--- src/rtl/switch_led_pkg.sv ---
// Shared types and helpers for the switch debounce / LED toggle controller.
// The FSM state encoding, the 25 MHz debounce default and round-robin index stepping.
package switch_led_pkg;

  typedef enum logic [0:0] {
    IDLE  = 1'b0,
    COUNT = 1'b1
  } state_e;

  // 10 ms of stable input at 25 MHz
  localparam int DEBOUNCE_LIMIT_25MHZ = 250000;

  function automatic int rr_next(input int idx, input int num);
    if (idx + 1 >= num) begin
      return 0;
    end
    return idx + 1;
  endfunction

endpackage

--- src/rtl/switch_led_ctrl_rr_arbiter.sv ---
// Combinational round-robin arbiter: grants the first request at or after ptr_i,
// wrapping modulo NUM_SW, as a one-hot vector plus its binary index.
module rr_arbiter #(
  parameter int NUM_SW = 4,
  parameter int IDX_W  = 2
) (
  input  logic [NUM_SW-1:0] req_i,
  input  logic [IDX_W-1:0]  ptr_i,
  output logic [NUM_SW-1:0] gnt_o,
  output logic [IDX_W-1:0]  idx_o,
  output logic              any_o
);

  function automatic int wrap_idx(input int v);
    if (v >= NUM_SW) begin
      return v - NUM_SW;
    end
    return v;
  endfunction

  int k;

  always_comb begin
    gnt_o = '0;
    idx_o = '0;
    any_o = 1'b0;
    k     = 0;
    for (int off = 0; off < NUM_SW; off++) begin
      k = wrap_idx(int'(ptr_i) + off);
      if (!any_o && req_i[k]) begin
        any_o    = 1'b1;
        gnt_o[k] = 1'b1;
        idx_o    = IDX_W'(k);
      end
    end
  end

endmodule

--- src/rtl/switch_led_ctrl.sv ---
// Debounce-and-toggle controller sharing one debounce timer across NUM_SW switches.
// Define TOGGLE_ON_PRESS_EN to toggle LEDs on press commits instead of release commits.
module switch_led_ctrl
  import switch_led_pkg::*;
#(
  parameter int NUM_SW         = 4,
  parameter int DEBOUNCE_LIMIT = DEBOUNCE_LIMIT_25MHZ
) (
  input  logic              i_Clk,
  input  logic              i_Rst,
  input  logic [NUM_SW-1:0] i_Switch,
  output logic [NUM_SW-1:0] o_LED,
  output logic [NUM_SW-1:0] o_Toggle,
  output logic              o_Busy
);

  localparam int CNT_W = $clog2(DEBOUNCE_LIMIT);
  localparam int IDX_W = (NUM_SW > 1) ? $clog2(NUM_SW) : 1;
  localparam logic [CNT_W-1:0] CNT_LAST = CNT_W'(DEBOUNCE_LIMIT - 1);
  localparam logic [0:0] S_IDLE  = IDLE;
  localparam logic [0:0] S_COUNT = COUNT;

`ifdef TOGGLE_ON_PRESS_EN
  localparam logic TOGGLE_LEVEL = 1'b1;
`else
  localparam logic TOGGLE_LEVEL = 1'b0;
`endif

  logic [NUM_SW-1:0] sync1_q, w_Sync;
  logic [NUM_SW-1:0] stable_q, stable_d;
  logic [NUM_SW-1:0] led_q, led_d;
  logic [NUM_SW-1:0] tog_q, tog_d;
  logic [NUM_SW-1:0] gnt_q, gnt_d;
  logic [IDX_W-1:0]  gidx_q, gidx_d;
  logic [IDX_W-1:0]  ptr_q, ptr_d;
  logic [CNT_W-1:0]  cnt_q, cnt_d;
  logic [0:0]        state_q, state_d;
  logic              busy_q, busy_d;

  logic [NUM_SW-1:0] pend;
  logic [NUM_SW-1:0] arb_gnt;
  logic [IDX_W-1:0]  arb_idx;
  logic              arb_any;
  logic [IDX_W-1:0]  ptr_after;

  assign pend      = w_Sync ^ stable_q;
  assign ptr_after = IDX_W'(rr_next(int'(gidx_q), NUM_SW));

  rr_arbiter #(
    .NUM_SW (NUM_SW),
    .IDX_W  (IDX_W)
  ) u_arb (
    .req_i  (pend),
    .ptr_i  (ptr_q),
    .gnt_o  (arb_gnt),
    .idx_o  (arb_idx),
    .any_o  (arb_any)
  );

  always_comb begin
    state_d  = state_q;
    cnt_d    = cnt_q;
    ptr_d    = ptr_q;
    gidx_d   = gidx_q;
    gnt_d    = gnt_q;
    stable_d = stable_q;
    led_d    = led_q;
    tog_d    = '0;
    busy_d   = busy_q;
    case (state_q)
      S_IDLE: begin
        if (arb_any) begin
          gidx_d  = arb_idx;
          gnt_d   = arb_gnt;
          cnt_d   = '0;
          busy_d  = 1'b1;
          state_d = S_COUNT;
        end
      end
      S_COUNT: begin
        // Granted input fell back to its debounced level: give up the timer
        if (w_Sync[gidx_q] == stable_q[gidx_q]) begin
          ptr_d   = ptr_after;
          busy_d  = 1'b0;
          state_d = S_IDLE;
        end else if (cnt_q == CNT_LAST) begin
          stable_d = (stable_q & ~gnt_q) | (w_Sync & gnt_q);
          ptr_d    = ptr_after;
          busy_d   = 1'b0;
          state_d  = S_IDLE;
          if (w_Sync[gidx_q] == TOGGLE_LEVEL) begin
            led_d = led_q ^ gnt_q;
            tog_d = gnt_q;
          end
        end else begin
          cnt_d = cnt_q + CNT_W'(1);
        end
      end
      default: state_d = S_IDLE;
    endcase
  end

  always_ff @(posedge i_Clk) begin
    if (i_Rst) begin
      sync1_q  <= '0;
      w_Sync   <= '0;
      stable_q <= '0;
      led_q    <= '0;
      tog_q    <= '0;
      gnt_q    <= '0;
      gidx_q   <= '0;
      ptr_q    <= '0;
      cnt_q    <= '0;
      state_q  <= S_IDLE;
      busy_q   <= 1'b0;
    end else begin
      sync1_q  <= i_Switch;
      w_Sync   <= sync1_q;
      stable_q <= stable_d;
      led_q    <= led_d;
      tog_q    <= tog_d;
      gnt_q    <= gnt_d;
      gidx_q   <= gidx_d;
      ptr_q    <= ptr_d;
      cnt_q    <= cnt_d;
      state_q  <= state_d;
      busy_q   <= busy_d;
    end
  end

  assign o_LED    = led_q;
  assign o_Toggle = tog_q;
  assign o_Busy   = busy_q;

endmodule

--- config.mk ---
export PLATFORM = sky130hd
export DESIGN_NAME = switch_led_ctrl
export DESIGN_NICKNAME = d
export VERILOG_FILES = /design/src/rtl/switch_led_pkg.sv /design/src/rtl/switch_led_ctrl_rr_arbiter.sv /design/src/rtl/switch_led_ctrl.sv
export SDC_FILE = /design/constraint.sdc
export NUM_CORES = 1
export LEC_CHECK = 0
export BUFFER_PORTS_ARGS = -buffer_cell sky130_fd_sc_hd__buf_2
export CAP_MARGIN = 30
export CORE_MARGIN = 5
export CORE_UTILIZATION = 50
export DETAILED_ROUTE_END_ITERATION = 10
export PLACE_DENSITY = 0.67
export SYNTH_ARGS = -nofsm -noshare
export SYNTH_HDL_FRONTEND = slang
export SYNTH_SLANG_ARGS = --single-unit
--- constraint.sdc ---
create_clock -name i_Clk -period 3.2 [get_ports i_Clk]
set_input_delay 0.16 -clock i_Clk [delete_from_list [all_inputs] [get_ports i_Clk]]
set_output_delay 0.16 -clock i_Clk [all_outputs]
set_load 0.02 [all_outputs]
Word level (Yosys, flattened, before mapping)
Cells that the tools add are included.
Widths: inputs -> output; s select.
{"block": "totals", "reg_bits": 48, "latchBits": 0, "ram_bits": 0, "mem_bits_ro": 0, "input_bits": 6, "elab_cells": 135, "memories": 0}
{"block": "op_classes", "add_sub_neg": 9, "n_mul": 0, "div": 0, "n_lt_le_gt_ge": 14, "n_eq_ne": 6, "shifts": 0, "n_mux": 64, "n_bitwise": 13, "n_reduce_logical": 18}
{"cell": "$mux 32", "count": 8}
{"cell": "$ge 32x1->1 const B", "count": 4}
{"cell": "$lt 32x4->1 const B", "count": 4}
{"cell": "$ge 32x4->1 const B", "count": 3}
{"cell": "$sub 32x4->32 const B", "count": 3}
{"cell": "$mux 18", "count": 3}
{"cell": "$pmux 18 s2", "count": 1}
{"cell": "$mux 1", "count": 29}
{"cell": "$add 18x1->18 const B", "count": 1}
{"cell": "$eq 18x18->1 const B", "count": 1}
{"cell": "$mux 4", "count": 4}
{"cell": "$or 4x4->4", "count": 4}
{"cell": "$mux 2", "count": 7}
{"cell": "$bmux 1 s2", "count": 6}
{"cell": "$and 4x4->4", "count": 2}
{"cell": "$demux 1 s2", "count": 4}
{"cell": "$xor 4x4->4", "count": 2}
{"cell": "$logic_and 1x1->1", "count": 7}
{"cell": "$add 2x1->3 const B", "count": 2}
{"cell": "$add 2x2->3 const B", "count": 2}
{"cell": "$ne 2x2->1 const B", "count": 3}
{"cell": "$reduce_and 2->1", "count": 3}
{"cell": "$reduce_and 3->1", "count": 2}
{"cell": "$reduce_or 5->1", "count": 1}
{"cell": "12 further kinds", "count": 18}

Depth between registers and ports, before layout
{"block": "logic_depth", "depth_word": 18, "depth_mapped": 9, "ltp_nobuf": 7}

Hierarchy
Synthesis repeated with hierarchy kept, for this count alone.
{"block": "hier_totals", "cells_unflattened": 280, "hier_area_um2": 2628.8}
{"mod": "switch_led_ctrl", "instances": 1, "cells_per_inst": 232, "area_each_um2": 2168.3, "seq_area_each_um2": 960.9}
{"mod": "rr_arbiter", "instances": 1, "cells_per_inst": 48, "area_each_um2": 460.4, "seq_area_each_um2": 0.0}

Worst setup path before layout
No wires, ideal clock.
{"block": "synth_path", "path_kind": "register -> register", "startpoint": "register ptr_q[0]", "endpoint": "register gnt_q[0]", "arrival_time_ps": 2253, "required_ps": 3109, "setup_slack_ps": 856, "stages_incl_launch_ff": 7, "synth_period_minus_slack_ps": 2344, "cell_sequence": "dfxtp_1 -> inv_1 -> ha_1 -> or3_4 -> a2111oi_4 -> o21ai_0 -> a311oi_1"}
{"block": "synth_between", "elab_chain_len": 17}
{"item": "start, declared", "line_no": "switch_led_ctrl.sv:35", "source": "logic [IDX_W-1:0] ptr_q, ptr_d;"}
{"item": "start signal, assigned", "line_no": "switch_led_ctrl.sv:124", "source": "ptr_q <= ptr_d;"}
{"item": "branches (longest 17 deep; another with $sub 32x4->32)"}
{"item": "end signal, assigned", "line_no": "switch_led_ctrl.sv:122", "source": "gnt_q <= gnt_d;"}
{"item": "end, declared", "line_no": "switch_led_ctrl.sv:33", "source": "logic [NUM_SW-1:0] gnt_q, gnt_d;"}
Parallel ways; which one is timed is not known. The select of a mux whose other input is x is not followed.
A chain may end at the register's enable or synchronous reset.

Worst setup path after layout
{"block": "layout_path", "startpoint": "register ptr_q[0]", "endpoint": "register gnt_q[3]"}
Same word-level chain as after synthesis.

==> run_results.csv <==
group,metric,value,unit
clock_network,cts_hold_buf,0,
synthesis,yosysWarnings,0,
synthesis,synthesis.area,2610,um^2
clock_network,cts_resized,0,
route,wirelength_met1,2790,um
global_routing,grt_max_degree,34,
worst_setup_path,cpMaxStageDelayCell,"dfxtp_1",
synthesis,ys_dominant_reg_cell,"dfxtp_1",
global_routing,grtUsageTotal,0.181,
floorplanning,ios,15,
synthesis,syn_area_per_cell,9.21,um^2
placed_design,pre_cts_slack,525,ps
timing,setup_tns,0,ps
route,highest_layer,"met4",
clock_network,cts.sinks,48,
worst_setup_path,end_kind,"flop",
timing,setup_violations,0,
power_and_ir_drop,leakage,0.981,nW
route,drt_iter0_drc,191,
route,dr.pass1.iters,4,
clock_network,cts_tree,"built",
floorplanning,rows,26,
timing,final_hold_viol_count,0,
synthesis,synth_fp_nets,300,
power_and_ir_drop,seqPwrFrac,0.559,
global_routing,grt_overflow_total,0,
power_and_ir_drop,combPwrFrac,0.155,
clock_network,post-cts-setup-buffer-count,0,
clock_network,cts_buffer_depth,2,
worst_hold_path,min_path_type,"in -> reg",
floorplanning,dieHeight,82.2,um
finish,stdcell_area,2810,um^2
power_and_ir_drop,p_sw,0.000328,W
power_and_ir_drop,p_per_area,411,nW/um^2
synthesis,netlist_instances,283,
synthesis,synth_edf_count,0,
timing,skew,9.12,ps
synthesis,ys_ff_latch,48,
global_routing,grt_pass1_vias,1933,
clock_network,root_buffer,"clkbuf_8",
synthesis,async_flop_share,0,
timing,tightest_slew,739,ps
synthesis,synth_seq_area_share,0.369,
floorplanning,die_w,82.2,um
timing,relSlewSlack,0.504,
finish,fin_nets,312,
route,avgRoutedWirePerCell,15.7,um
worst_setup_path,cp_max_fo,11,
floorplanning,die_area,6760,um^2
global_routing,grt_pass1_wl,9360,um
finish,n_antenna_cell,0,
finish,final.fill_count,479,
power_and_ir_drop,cellInternalPower,0.000825,W
worst_setup_path,cp.required,3410,ps
finish,finalNonFillerCells,363,
timing,worst_slack,487,ps
placed_design,post_dp_cell_area,2740,um^2
route,vias,2168,
worst_setup_path,cp_cell_sequence,"inv_1 -> ha_1 -> or3_4 -> a2111oi_4 -> o21ai_0 -> a311oi_1",
route,finalWirelength,5690,um
power_and_ir_drop,pwr-share-clk,0.286,
route,via_per_inst,5.97,
timing,period_minus_slack,2710,ps
floorplanning,core_area,5070,um^2
route,drcViolationCount,0,
run_status,status,"complete, no violations",
power_and_ir_drop,max-vdd-ir-drop,0.200,mV
placed_design,routabilityCongestion,0.897,
worst_setup_path,arrival,2920,ps
placed_design,port_buffers,14,
finish,syn_to_final_growth,7.68,%
worst_setup_path,cp-start-kind,"flop",
synthesis,synth.distinct_cells,49,
timing,slew_violations,0,
floorplanning,start_util,0.514,
worst_setup_path,slowest_delay,580,ps
job,drv_cap,0,
timing,rsz0062_at_grt,"false",
clock_network,htree_levels,2,
global_routing,antenna_found_initial,0,
finish,multi_input_area,1560,um^2
worst_setup_path,critPathKind,"reg -> reg",
timing,fmax,369,MHz
route,wl_met2,2510,um
route,ant_nets,0,
route,wl_met3,270,um
placed_design,dp_hpwl,4060,um
clock_network,clk_pin_slew,80,ps
placed_design,dp_cells,358,
power_and_ir_drop,fin_total_pwr,0.00115,W
timing,fin_crit_sh,0.848,
finish,seq_area,961,um^2
clock_network,clock_latency,300,ps
clock_network,numCtsBuffers,5,
power_and_ir_drop,swShare,0.284,
finish,drive_gt1_frac,0.143,
-- critical path: cells and delay by family (launching register included) --
family                     cells  cell delay [ps]
AOI/OAI and AO/OA              3              820
buffers and inverters          1              310
and+or+nand+nor                1              430
DFF                            1              580
adders and majority gates      1              480
-- worst paths after layout --
path	depth (start not counted)	to	from	slack [ps]
setup / recovery	6	gnt_q[3]	ptr_q[0]	490
hold / removal	2	sync1_q[0]	i_Switch[0]	60
setup reg to reg	6	gnt_q[3]	ptr_q[0]	490
hold reg to reg	1	w_Sync[1]	sync1_q[1]	450
-- final cells by class --
cell class / instances / area share
Multi-Input combinational cell: 215 / 0.556
Sequential cell: 48 / 0.342
Timing Repair Buffer: 17 / 0.0357
Tap cell: 70 / 0.0312
Clock buffer: 5 / 0.0245
Inverter: 8 / 0.0107
-- power groups by stage --
stage	combinational, W	clock (W)	sequential [W]
3_5_place_dp	0.000177	0	0.000659
6_report	0.000178	0.000330	0.000645
2_1_floorplan	0.000139	0	0.000650
5_1_grt	0.000199	0.000365	0.000649
3_3_place_gp	0.000170	0	0.000657
4_1_cts	0.000178	0.000339	0.000645
-- through the flow --
stage | hold WS, ps | utilization
after floorplan | 288 | -
after global placement | 368 | 0.536
after detailed placement | 377 | 0.539
after CTS | 58.7 | 0.553
after global routing | 74.8 | 0.553
final | 61.5 | 0.553
-- layout by cell type, fill, tap and decap left out, types with 5 or more instances in the layout --
cell / count
dfxtp_1: 48
nor2_1: 24
a21oi_1: 21
nand3_1: 19
buf_2: 14
o31ai_1: 13
or4_1: 13
ha_1: 11
nand2_1: 10
nand4_1: 9
nor2b_1: 9
o21ai_0: 9
inv_1: 8
xor2_1: 8
mux2i_1: 6
mux4_2: 5
nand4b_1: 5
clkbuf_8: 5
-- kinds of logic after synthesis --
group,count (synthesis),share of synthesized area
XOR/XNOR,12,0.0432
flip-flops,48,0.369
buffers and inverters,20,0.0346
multiplexers,12,0.0706
adder cells (fa/ha/maj),11,0.0528
AO/OA/AOI/OAI,61,0.159
AND/OR/NAND/NOR,119,0.271
-- cell usage after synthesis (all sizes together) (8+ instances only) --
master | instances | share of area
nand2 | 10 | 0.014
nand3 | 19 | 0.036
nor2b | 9 | 0.022
ha | 11 | 0.053
o21ai | 12 | 0.023
dfxtp | 48 | 0.37
nand4 | 9 | 0.022
nor2 | 25 | 0.037
xor2 | 8 | 0.027
or4 | 13 | 0.037
o31ai | 13 | 0.037
inv | 8 | 0.012
a21oi | 21 | 0.040
-- routing by layer --
layer,vias up,track usage
met1,1025,0.245
met4,0,0.0797
met5,-,0
li1,1091,-
met3,11,0.0434
met2,41,0.272
-- registers in the layout, indices dropped and copies added (netlist names), named ones only --
signal / count
cnt_q: 18
gnt_q: 4
o_LED: 4
o_Toggle: 4
sync1_q: 4
w_Sync: 4
gidx_q: 2
ptr_q: 2
o_Busy: 1
state_q: 1
(Power assumes the default switching activity.)
